==> src/rtl/fetch_stage_pkg.sv <==
`default_nettype none
// +------------------------------------------------------------------+
// | fetch_stage_pkg                                                  |
// | Shared CPU fetch types: NOP encoding, FSM states, select codes.  |
// | Rev 1.0                                                          |
// +------------------------------------------------------------------+
package fetch_stage_pkg;

    localparam logic [31:0] NOP_INSTR = 32'h8B1F_03FF;  // ADD XZR,XZR,XZR

    typedef enum logic [1:0] {
        BOOT  = 2'd0,
        REQ   = 2'd1,
        HOLD  = 2'd2,
        DRAIN = 2'd3
    } fetch_state_t;

    typedef enum logic [1:0] {
        PC_HOLD     = 2'd0,
        PC_PLUS4    = 2'd1,
        PC_TARGET   = 2'd2,
        PC_REDIRECT = 2'd3
    } pc_sel_t;

    typedef enum logic [1:0] {
        OUT_BUBBLE = 2'd0,
        OUT_RDATA  = 2'd1,
        OUT_SKID   = 2'd2
    } out_sel_t;

    function automatic logic [63:0] pc_add4(input logic [63:0] pc);
        return pc + 64'd4;
    endfunction

endpackage
`default_nettype wire

==> src/rtl/fetch_stage_if.sv <==
`default_nettype none
// +------------------------------------------------------------------+
// | fetch_stage_if                                                   |
// | Instruction-memory request/ready handshake.                     |
// | Rev 1.0                                                          |
// +------------------------------------------------------------------+
interface fetch_stage_if;
    logic        imem_req;
    logic [63:0] imem_addr;
    logic        imem_ready;
    logic [31:0] imem_rdata;

    modport master (output imem_req, output imem_addr, input imem_ready, input imem_rdata);
    modport slave  (input imem_req, input imem_addr, output imem_ready, output imem_rdata);
endinterface
`default_nettype wire

==> src/rtl/DFF32.sv <==
`default_nettype none
// +------------------------------------------------------------------+
// | DFF32                                                            |
// | 32-bit enable flop.                                              |
// | Rev 1.0                                                          |
// +------------------------------------------------------------------+
module DFF32 (
    input  wire logic        clk,
    input  wire logic        i_en,
    input  wire logic [31:0] i_d,
    output logic      [31:0] o_q
);
    logic [31:0] r_q;

    always_ff @(posedge clk) begin
        if (i_en) r_q <= i_d;
    end

    assign o_q = r_q;
endmodule
`default_nettype wire

==> src/rtl/DFF64.sv <==
`default_nettype none
// +------------------------------------------------------------------+
// | DFF64                                                            |
// | 64-bit enable flop.                                              |
// | Rev 1.0                                                          |
// +------------------------------------------------------------------+
module DFF64 (
    input  wire logic        clk,
    input  wire logic        i_en,
    input  wire logic [63:0] i_d,
    output logic      [63:0] o_q
);
    logic [63:0] r_q;

    always_ff @(posedge clk) begin
        if (i_en) r_q <= i_d;
    end

    assign o_q = r_q;
endmodule
`default_nettype wire

==> src/rtl/fetch_ctrl.sv <==
`default_nettype none
// +------------------------------------------------------------------+
// | fetch_ctrl                                                       |
// | Fetch FSM: handshake, stall/skid, redirect and next-pc select.  |
// | Rev 1.0                                                          |
// +------------------------------------------------------------------+
module fetch_ctrl
    import fetch_stage_pkg::*;
(
    input  wire logic clk,
    input  wire logic reset,
    input  wire logic i_stall,
    input  wire logic i_br_taken,
    input  wire logic i_imem_ready,
    output logic      o_imem_req,
    output logic      o_ifid_enable,
    output pc_sel_t   o_pc_sel,
    output logic      o_redirect_en,
    output logic      o_skid_en,
    output out_sel_t  o_out_sel
);
    fetch_state_t r_state;
    fetch_state_t w_state_nxt;

    always_comb begin
        w_state_nxt   = r_state;
        o_imem_req    = 1'b0;
        o_ifid_enable = 1'b0;
        o_pc_sel      = PC_HOLD;
        o_redirect_en = 1'b0;
        o_skid_en     = 1'b0;
        o_out_sel     = OUT_BUBBLE;
        case (r_state)
            BOOT: begin
                o_ifid_enable = !i_stall;
                w_state_nxt   = REQ;
                if (i_br_taken) o_pc_sel = PC_TARGET;
            end
            REQ: begin
                o_imem_req = 1'b1;
                if (i_br_taken) begin
                    o_ifid_enable = 1'b1;
                    if (i_imem_ready) begin
                        o_pc_sel = PC_TARGET;
                    end else begin
                        // Outstanding transaction must finish before the target is fetched
                        o_redirect_en = 1'b1;
                        w_state_nxt   = DRAIN;
                    end
                end else if (i_imem_ready && !i_stall) begin
                    o_ifid_enable = 1'b1;
                    o_out_sel     = OUT_RDATA;
                    o_pc_sel      = PC_PLUS4;
                end else if (i_imem_ready) begin
                    o_skid_en   = 1'b1;
                    w_state_nxt = HOLD;
                end else begin
                    o_ifid_enable = !i_stall;
                end
            end
            HOLD: begin
                if (i_br_taken) begin
                    o_ifid_enable = 1'b1;
                    o_pc_sel      = PC_TARGET;
                    w_state_nxt   = REQ;
                end else if (!i_stall) begin
                    o_ifid_enable = 1'b1;
                    o_out_sel     = OUT_SKID;
                    o_pc_sel      = PC_PLUS4;
                    w_state_nxt   = REQ;
                end
            end
            DRAIN: begin
                o_imem_req    = 1'b1;
                o_ifid_enable = !i_stall;
                if (i_br_taken) o_redirect_en = 1'b1;
                if (i_imem_ready) begin
                    o_pc_sel    = i_br_taken ? PC_TARGET : PC_REDIRECT;
                    w_state_nxt = REQ;
                end
            end
            default: w_state_nxt = BOOT;
        endcase
        if (reset) begin
            o_imem_req    = 1'b0;
            o_ifid_enable = 1'b0;
            o_out_sel     = OUT_BUBBLE;
        end
    end

    always_ff @(posedge clk) begin
        if (reset) r_state <= BOOT;
        else       r_state <= w_state_nxt;
    end
endmodule
`default_nettype wire

==> src/rtl/fetch_stage.sv <==
`default_nettype none
// +------------------------------------------------------------------+
// | fetch_stage                                                      |
// | Instruction fetch: owns the PC and drives the IF/ID inputs.     |
// | Rev 1.0                                                          |
// +------------------------------------------------------------------+
module fetch_stage
    import fetch_stage_pkg::*;
#(
    parameter logic [63:0] RESET_PC = 64'h0
) (
    input  wire logic        clk,
    input  wire logic        reset,
    input  wire logic        stall,
    input  wire logic        br_taken,
    input  wire logic [63:0] br_target,
    fetch_stage_if.master    imem,
    output logic      [63:0] pc_out,
    output logic      [63:0] pc_plus4_out,
    output logic      [31:0] instr_out,
    output logic             ifid_enable
);
    pc_sel_t     w_pc_sel;
    out_sel_t    w_out_sel;
    logic        w_redirect_en;
    logic        w_skid_en;
    logic        w_imem_req;
    logic [63:0] w_pc_d;
    logic [63:0] w_pc_view;
    logic [63:0] r_pc;
    logic [63:0] r_redirect_pc;
    logic [31:0] r_skid_instr;

    fetch_ctrl u_ctrl (
        .clk           (clk),
        .reset         (reset),
        .i_stall       (stall),
        .i_br_taken    (br_taken),
        .i_imem_ready  (imem.imem_ready),
        .o_imem_req    (w_imem_req),
        .o_ifid_enable (ifid_enable),
        .o_pc_sel      (w_pc_sel),
        .o_redirect_en (w_redirect_en),
        .o_skid_en     (w_skid_en),
        .o_out_sel     (w_out_sel)
    );

    always_comb begin
        case (w_pc_sel)
            PC_PLUS4:    w_pc_d = pc_add4(r_pc);
            PC_TARGET:   w_pc_d = br_target;
            PC_REDIRECT: w_pc_d = r_redirect_pc;
            default:     w_pc_d = r_pc;
        endcase
        if (reset) w_pc_d = RESET_PC;
    end

    DFF64 u_pc (
        .clk  (clk),
        .i_en (reset || (w_pc_sel != PC_HOLD)),
        .i_d  (w_pc_d),
        .o_q  (r_pc)
    );

    DFF64 u_redirect_pc (
        .clk  (clk),
        .i_en (reset || w_redirect_en),
        .i_d  (reset ? 64'h0 : br_target),
        .o_q  (r_redirect_pc)
    );

    DFF32 u_skid (
        .clk  (clk),
        .i_en (reset || w_skid_en),
        .i_d  (reset ? 32'h0 : imem.imem_rdata),
        .o_q  (r_skid_instr)
    );

    // The PC only changes on completion or redirect, so it doubles as the held address
    assign imem.imem_req  = w_imem_req;
    assign imem.imem_addr = r_pc;

    assign w_pc_view    = reset ? RESET_PC : r_pc;
    assign pc_out       = w_pc_view;
    assign pc_plus4_out = pc_add4(w_pc_view);

    always_comb begin
        case (w_out_sel)
            OUT_RDATA: instr_out = imem.imem_rdata;
            OUT_SKID:  instr_out = r_skid_instr;
            default:   instr_out = NOP_INSTR;
        endcase
    end
endmodule
`default_nettype wire
==> src/flat_wrapper.sv <==
// flat-port wrapper written by rule: the top's interface ports become plain ports
module fetch_stage_flat import fetch_stage_pkg::*;
#(
    parameter logic [63:0] RESET_PC = 64'h0
)
  (clk, reset, stall, br_taken, br_target, pc_out, pc_plus4_out, instr_out, ifid_enable, imem_imem_req, imem_imem_addr, imem_imem_ready, imem_imem_rdata);
  fetch_stage_if imem_i ();
  input  wire logic clk;
  input  wire logic reset;
  input  wire logic stall;
  input  wire logic br_taken;
  input  wire logic [63:0] br_target;
  output logic      [63:0] pc_out;
  output logic      [63:0] pc_plus4_out;
  output logic      [31:0] instr_out;
  output logic ifid_enable;
  output wire logic [$bits(imem_i.imem_req)-1:0] imem_imem_req;
  output wire logic [$bits(imem_i.imem_addr)-1:0] imem_imem_addr;
  input wire logic [$bits(imem_i.imem_ready)-1:0] imem_imem_ready;
  input wire logic [$bits(imem_i.imem_rdata)-1:0] imem_imem_rdata;
  assign imem_imem_req = imem_i.imem_req;
  assign imem_imem_addr = imem_i.imem_addr;
  assign imem_i.imem_ready = imem_imem_ready;
  assign imem_i.imem_rdata = imem_imem_rdata;
  fetch_stage #(.RESET_PC(RESET_PC)) u_core (.clk(clk), .reset(reset), .stall(stall), .br_taken(br_taken), .br_target(br_target), .imem(imem_i), .pc_out(pc_out), .pc_plus4_out(pc_plus4_out), .instr_out(instr_out), .ifid_enable(ifid_enable));
endmodule
==> config.mk <==
export PLATFORM = sky130hd
export DESIGN_NAME = fetch_stage_flat
export DESIGN_NICKNAME = d
export VERILOG_FILES = /design/src/rtl/fetch_stage_pkg.sv /design/src/rtl/fetch_stage_if.sv /design/src/rtl/DFF32.sv /design/src/rtl/DFF64.sv /design/src/rtl/fetch_ctrl.sv /design/src/rtl/fetch_stage.sv /design/src/flat_wrapper.sv
export SDC_FILE = /design/constraint.sdc
export NUM_CORES = 1
export LEC_CHECK = 0
export CORE_MARGIN = 5
export CORE_UTILIZATION = 35
export DETAILED_ROUTE_END_ITERATION = 10
export PLACE_DENSITY_LB_ADDON = 0.05
export SETUP_SLACK_MARGIN = 0.15
export SYNTH_ARGS = -nofsm -noshare
export SYNTH_HDL_FRONTEND = slang
export SYNTH_SLANG_ARGS = --single-unit
==> constraint.sdc <==
create_clock -name clk -period 7.6 [get_ports clk]
set_input_delay 1.9 -clock clk [delete_from_list [all_inputs] [get_ports clk]]
set_output_delay 1.9 -clock clk [all_outputs]
set_load 0.01 [all_outputs]
==> impl_metrics.json <==
{
  "cp.depth": 9,
  "power.net_switching_uw": 1080,
  "hpwlAfterDp_um": 30500,
  "timing.final.crit_period_ps": 7070,
  "maxSlewHeadroom": 0.282,
  "critPathBufInv": 2,
  "grt_pass1_wl_um": 63300,
  "combPwrFrac": 0.291,
  "track_usage": 0.238,
  "syn_avg_cell_area_sq_um": 9.45,
  "clock_path_buffers": 2,
  "clk_pin_slew_ps": 70,
  "holdBufCountCts": 0,
  "tritoncts": "done",
  "fin_nets": 1527,
  "die_w_um": 186,
  "fp.dieH_um": 186,
  "num_rows": 64,
  "cts_root_buf": "clkbuf_16",
  "internal_power_uw": 2090,
  "maxCapViolations": 0,
  "critPathMaxStageDelay_ps": 710,
  "grt_pass1_vias": 10100,
  "vias_per_cell": 5.77,
  "worst_setup_path_start_kind": "primary input",
  "cp.required_ps": 5700,
  "final_cells": 1824,
  "num_io_pins": 327,
  "outcome": "complete, no violations",
  "critPathKind": "primary input to output pin",
  "async_flop_share": 0,
  "synth_nets": 1255,
  "grt_setup_unrepaired": "false",
  "final_common_cell": "clkdlybuf4s50_1",
  "drc": 0,
  "crit_path_max_fanout": 20,
  "netlist_area_sq_mm": 0.0108,
  "worstPathArrival_ps": 5170,
  "antenna_left": 0,
  "wirelength_um": 42600,
  "setup_viol": 0,
  "hold_class": "register to register",
  "critPathCapture": "pc_plus4_out[56]",
  "p_per_area_mw_per_mm2": 211,
  "ys_types": 54,
  "rr_startpoint": "u_core.u_ctrl.r_state[0]",
  "maxSlewViolCount": 0,
  "initial_core_util": 0.354,
  "mostFrequentLayoutCells": "clkdlybuf4s50_1, edfxtp_1, nor2b_1",
  "crit_family": "simple AND/OR/NAND/NOR gates",
  "switching_share": 0.341,
  "antenna_found_initial": 3,
  "ys_ff_latch": 162,
  "area_growth_pct": 38.9,
  "drt_iter0_markers": 1030,
  "power_leakage_uw": 0.00504,
  "crit_start": "reset",
  "wire_per_inst_um": 23.4,
  "tightest_slew_ps": 1070,
  "yosysWarnings": 0,
  "yosysSeqAreaShare": 0.449,
  "drive_above_1_share": 0.0491,
  "irDropWorstVdd_mv": 0.121,
  "htreeDepth": 4,
  "reg2reg_to": "u_core.u_pc.o_q[62]",
  "die-area_sq_mm": 0.0344,
  "finClkSkew_ps": 15.2,
  "tns_ps": 0,
  "synth_edf_count": 160,
  "dp.cells": 1791,
  "post-cts-setup-buffers": 0,
  "nFillCells": 2899,
  "clock_sinks": 162,
  "worst_skew_pair.late_latency_ps": 440,
  "gr-total-overflow": 0,
  "r2r_cells": 11,
  "p_total_uw": 3160,
  "cts_buffers": 17,
  "finalCritPeriodShare": 0.930,
  "slowest_stage": "or3_1",
  "netlist_instances": 1142,
  "gp_congestion": 0.871,
  "grt_start_max_net_pins": 75,
  "via_count": 10500,
  "sequentialPowerShare": 0.412,
  "postLayoutCoreUtil": 0.491,
  "core_sq_mm": 0.0305,
  "max_freq_mhz": 141,
  "reg2reg_setup_slack_ps": 3890,
  "clkPwrFrac": 0.297,
  "cp_cell_sequence": "clkbuf_8 -> nor2b_1 -> ha_1 -> and4_1 -> nand4_1 -> or3_1 -> or4_1 -> a21oi_1 -> clkdlybuf4s50_1",
  "finalHoldViolCount": 0,
  "drt_pass1_iterations": 5,
  "cp-end-kind": "output pin",
  "ctsResizeCount": 0,
  "synth_ff_type": "edfxtp_1",
  "io_buffers": 326
}
[sequential cells by signal (all words and copies together) (netlist names)]
signal	count
u_core.u_ctrl.r_state	2
u_core.u_pc.o_q	64
u_core.u_redirect_pc.o_q	64
u_core.u_skid.o_q	32
[synth_stat cells, types with 25 or more instances]
library cell	n	share of area
nor3_1	34	0.016
nor4_1	48	0.028
inv_1	39	0.014
a22oi_1	76	0.053
nand4_1	56	0.032
nor2b_1	138	0.080
nand3_1	25	0.012
nand2_1	54	0.019
xnor2_1	36	0.029
clkbuf_1	72	0.025
a21oi_1	33	0.015
edfxtp_1	160	0.45
nor2_1	109	0.038
xor2_1	31	0.025
[worst reg2reg max path, stage by stage (launching register included)]
cell     delay (ps)
dfxtp_1         420
inv_1           110
ha_1            220
inv_1            70
a22oi_1          60
o21ai_0         360
ha_2            770
or2_2           810
nor3_1          100
nand4_1         120
mux2i_1          60
or3_1           360
[layout make-up]
class                           count  area, sq um  area share
Clock inverter                     15          191      0.0128
Tap cell                          396          495      0.0330
Timing Repair Buffer              348         3430       0.229
Inverter                           39          146     0.00976
Sequential cell                   162         4840       0.323
Multi-Input combinational cell    846         5460       0.364
Antenna cell                        1         2.50    0.000167
Clock buffer                       17          425      0.0284
[power groups by stage]
stage,registers (uW),clock network (uW),logic [uW]
finish,1300,938,920
global route,1320,996,991
CTS,1300,955,929
detailed placement,1320,0,924
global placement,1320,0,920
floorplan,1260,0,453
[through the flow]
stage	setup WS (ps)	hold WS, ps	cell area [sq um]
after floorplan	406	514	10800
after global placement	713	547	14400
after detailed placement	582	568	14400
after CTS	560	581	15000
after global routing	301	609	15000
final	530	583	15000
[kinds of logic (layout without fill, tap and decap cells)]
family          count (synthesis)  count (layout)  synth area share
mux                            13              13            0.0125
fa+ha+maj                      12              12            0.0139
xor+xnor                       67              67            0.0544
other cells                     0               1                 0
flops                         162             162             0.449
compound gates                217             217             0.147
buf+inv                       134             419            0.0493
simple gates                  537             537             0.274
[routing by layer]
layer | vias up | GRT usage | part of all wire
li1 | 4839 | - | -
met1 | 5168 | 0.330 | 0.43
met2 | 449 | 0.372 | 0.46
met3 | 68 | 0.0534 | 0.083
met4 | 4 | 0.0784 | 0.031
met5 | - | 0 | 0.00049
[worst min-delay path by stage]
| stage | start | to | slack [ps] | depth (start not counted) |
|---|---|---|---|---|
| after floorplan | u_core.u_ctrl.r_state[1] | u_core.u_ctrl.r_state[1] | 510 | 2 |
| after global placement | u_core.u_ctrl.r_state[0] | u_core.u_ctrl.r_state[0] | 550 | 2 |
| after detailed placement | u_core.u_ctrl.r_state[0] | u_core.u_ctrl.r_state[0] | 570 | 2 |
| after CTS | u_core.u_ctrl.r_state[0] | u_core.u_ctrl.r_state[0] | 580 | 2 |
| after global routing | u_core.u_redirect_pc.o_q[2] | u_core.u_pc.o_q[2] | 610 | 2 |
| final | u_core.u_ctrl.r_state[0] | u_core.u_ctrl.r_state[0] | 580 | 2 |
Power figures use the tool's default switching activity.
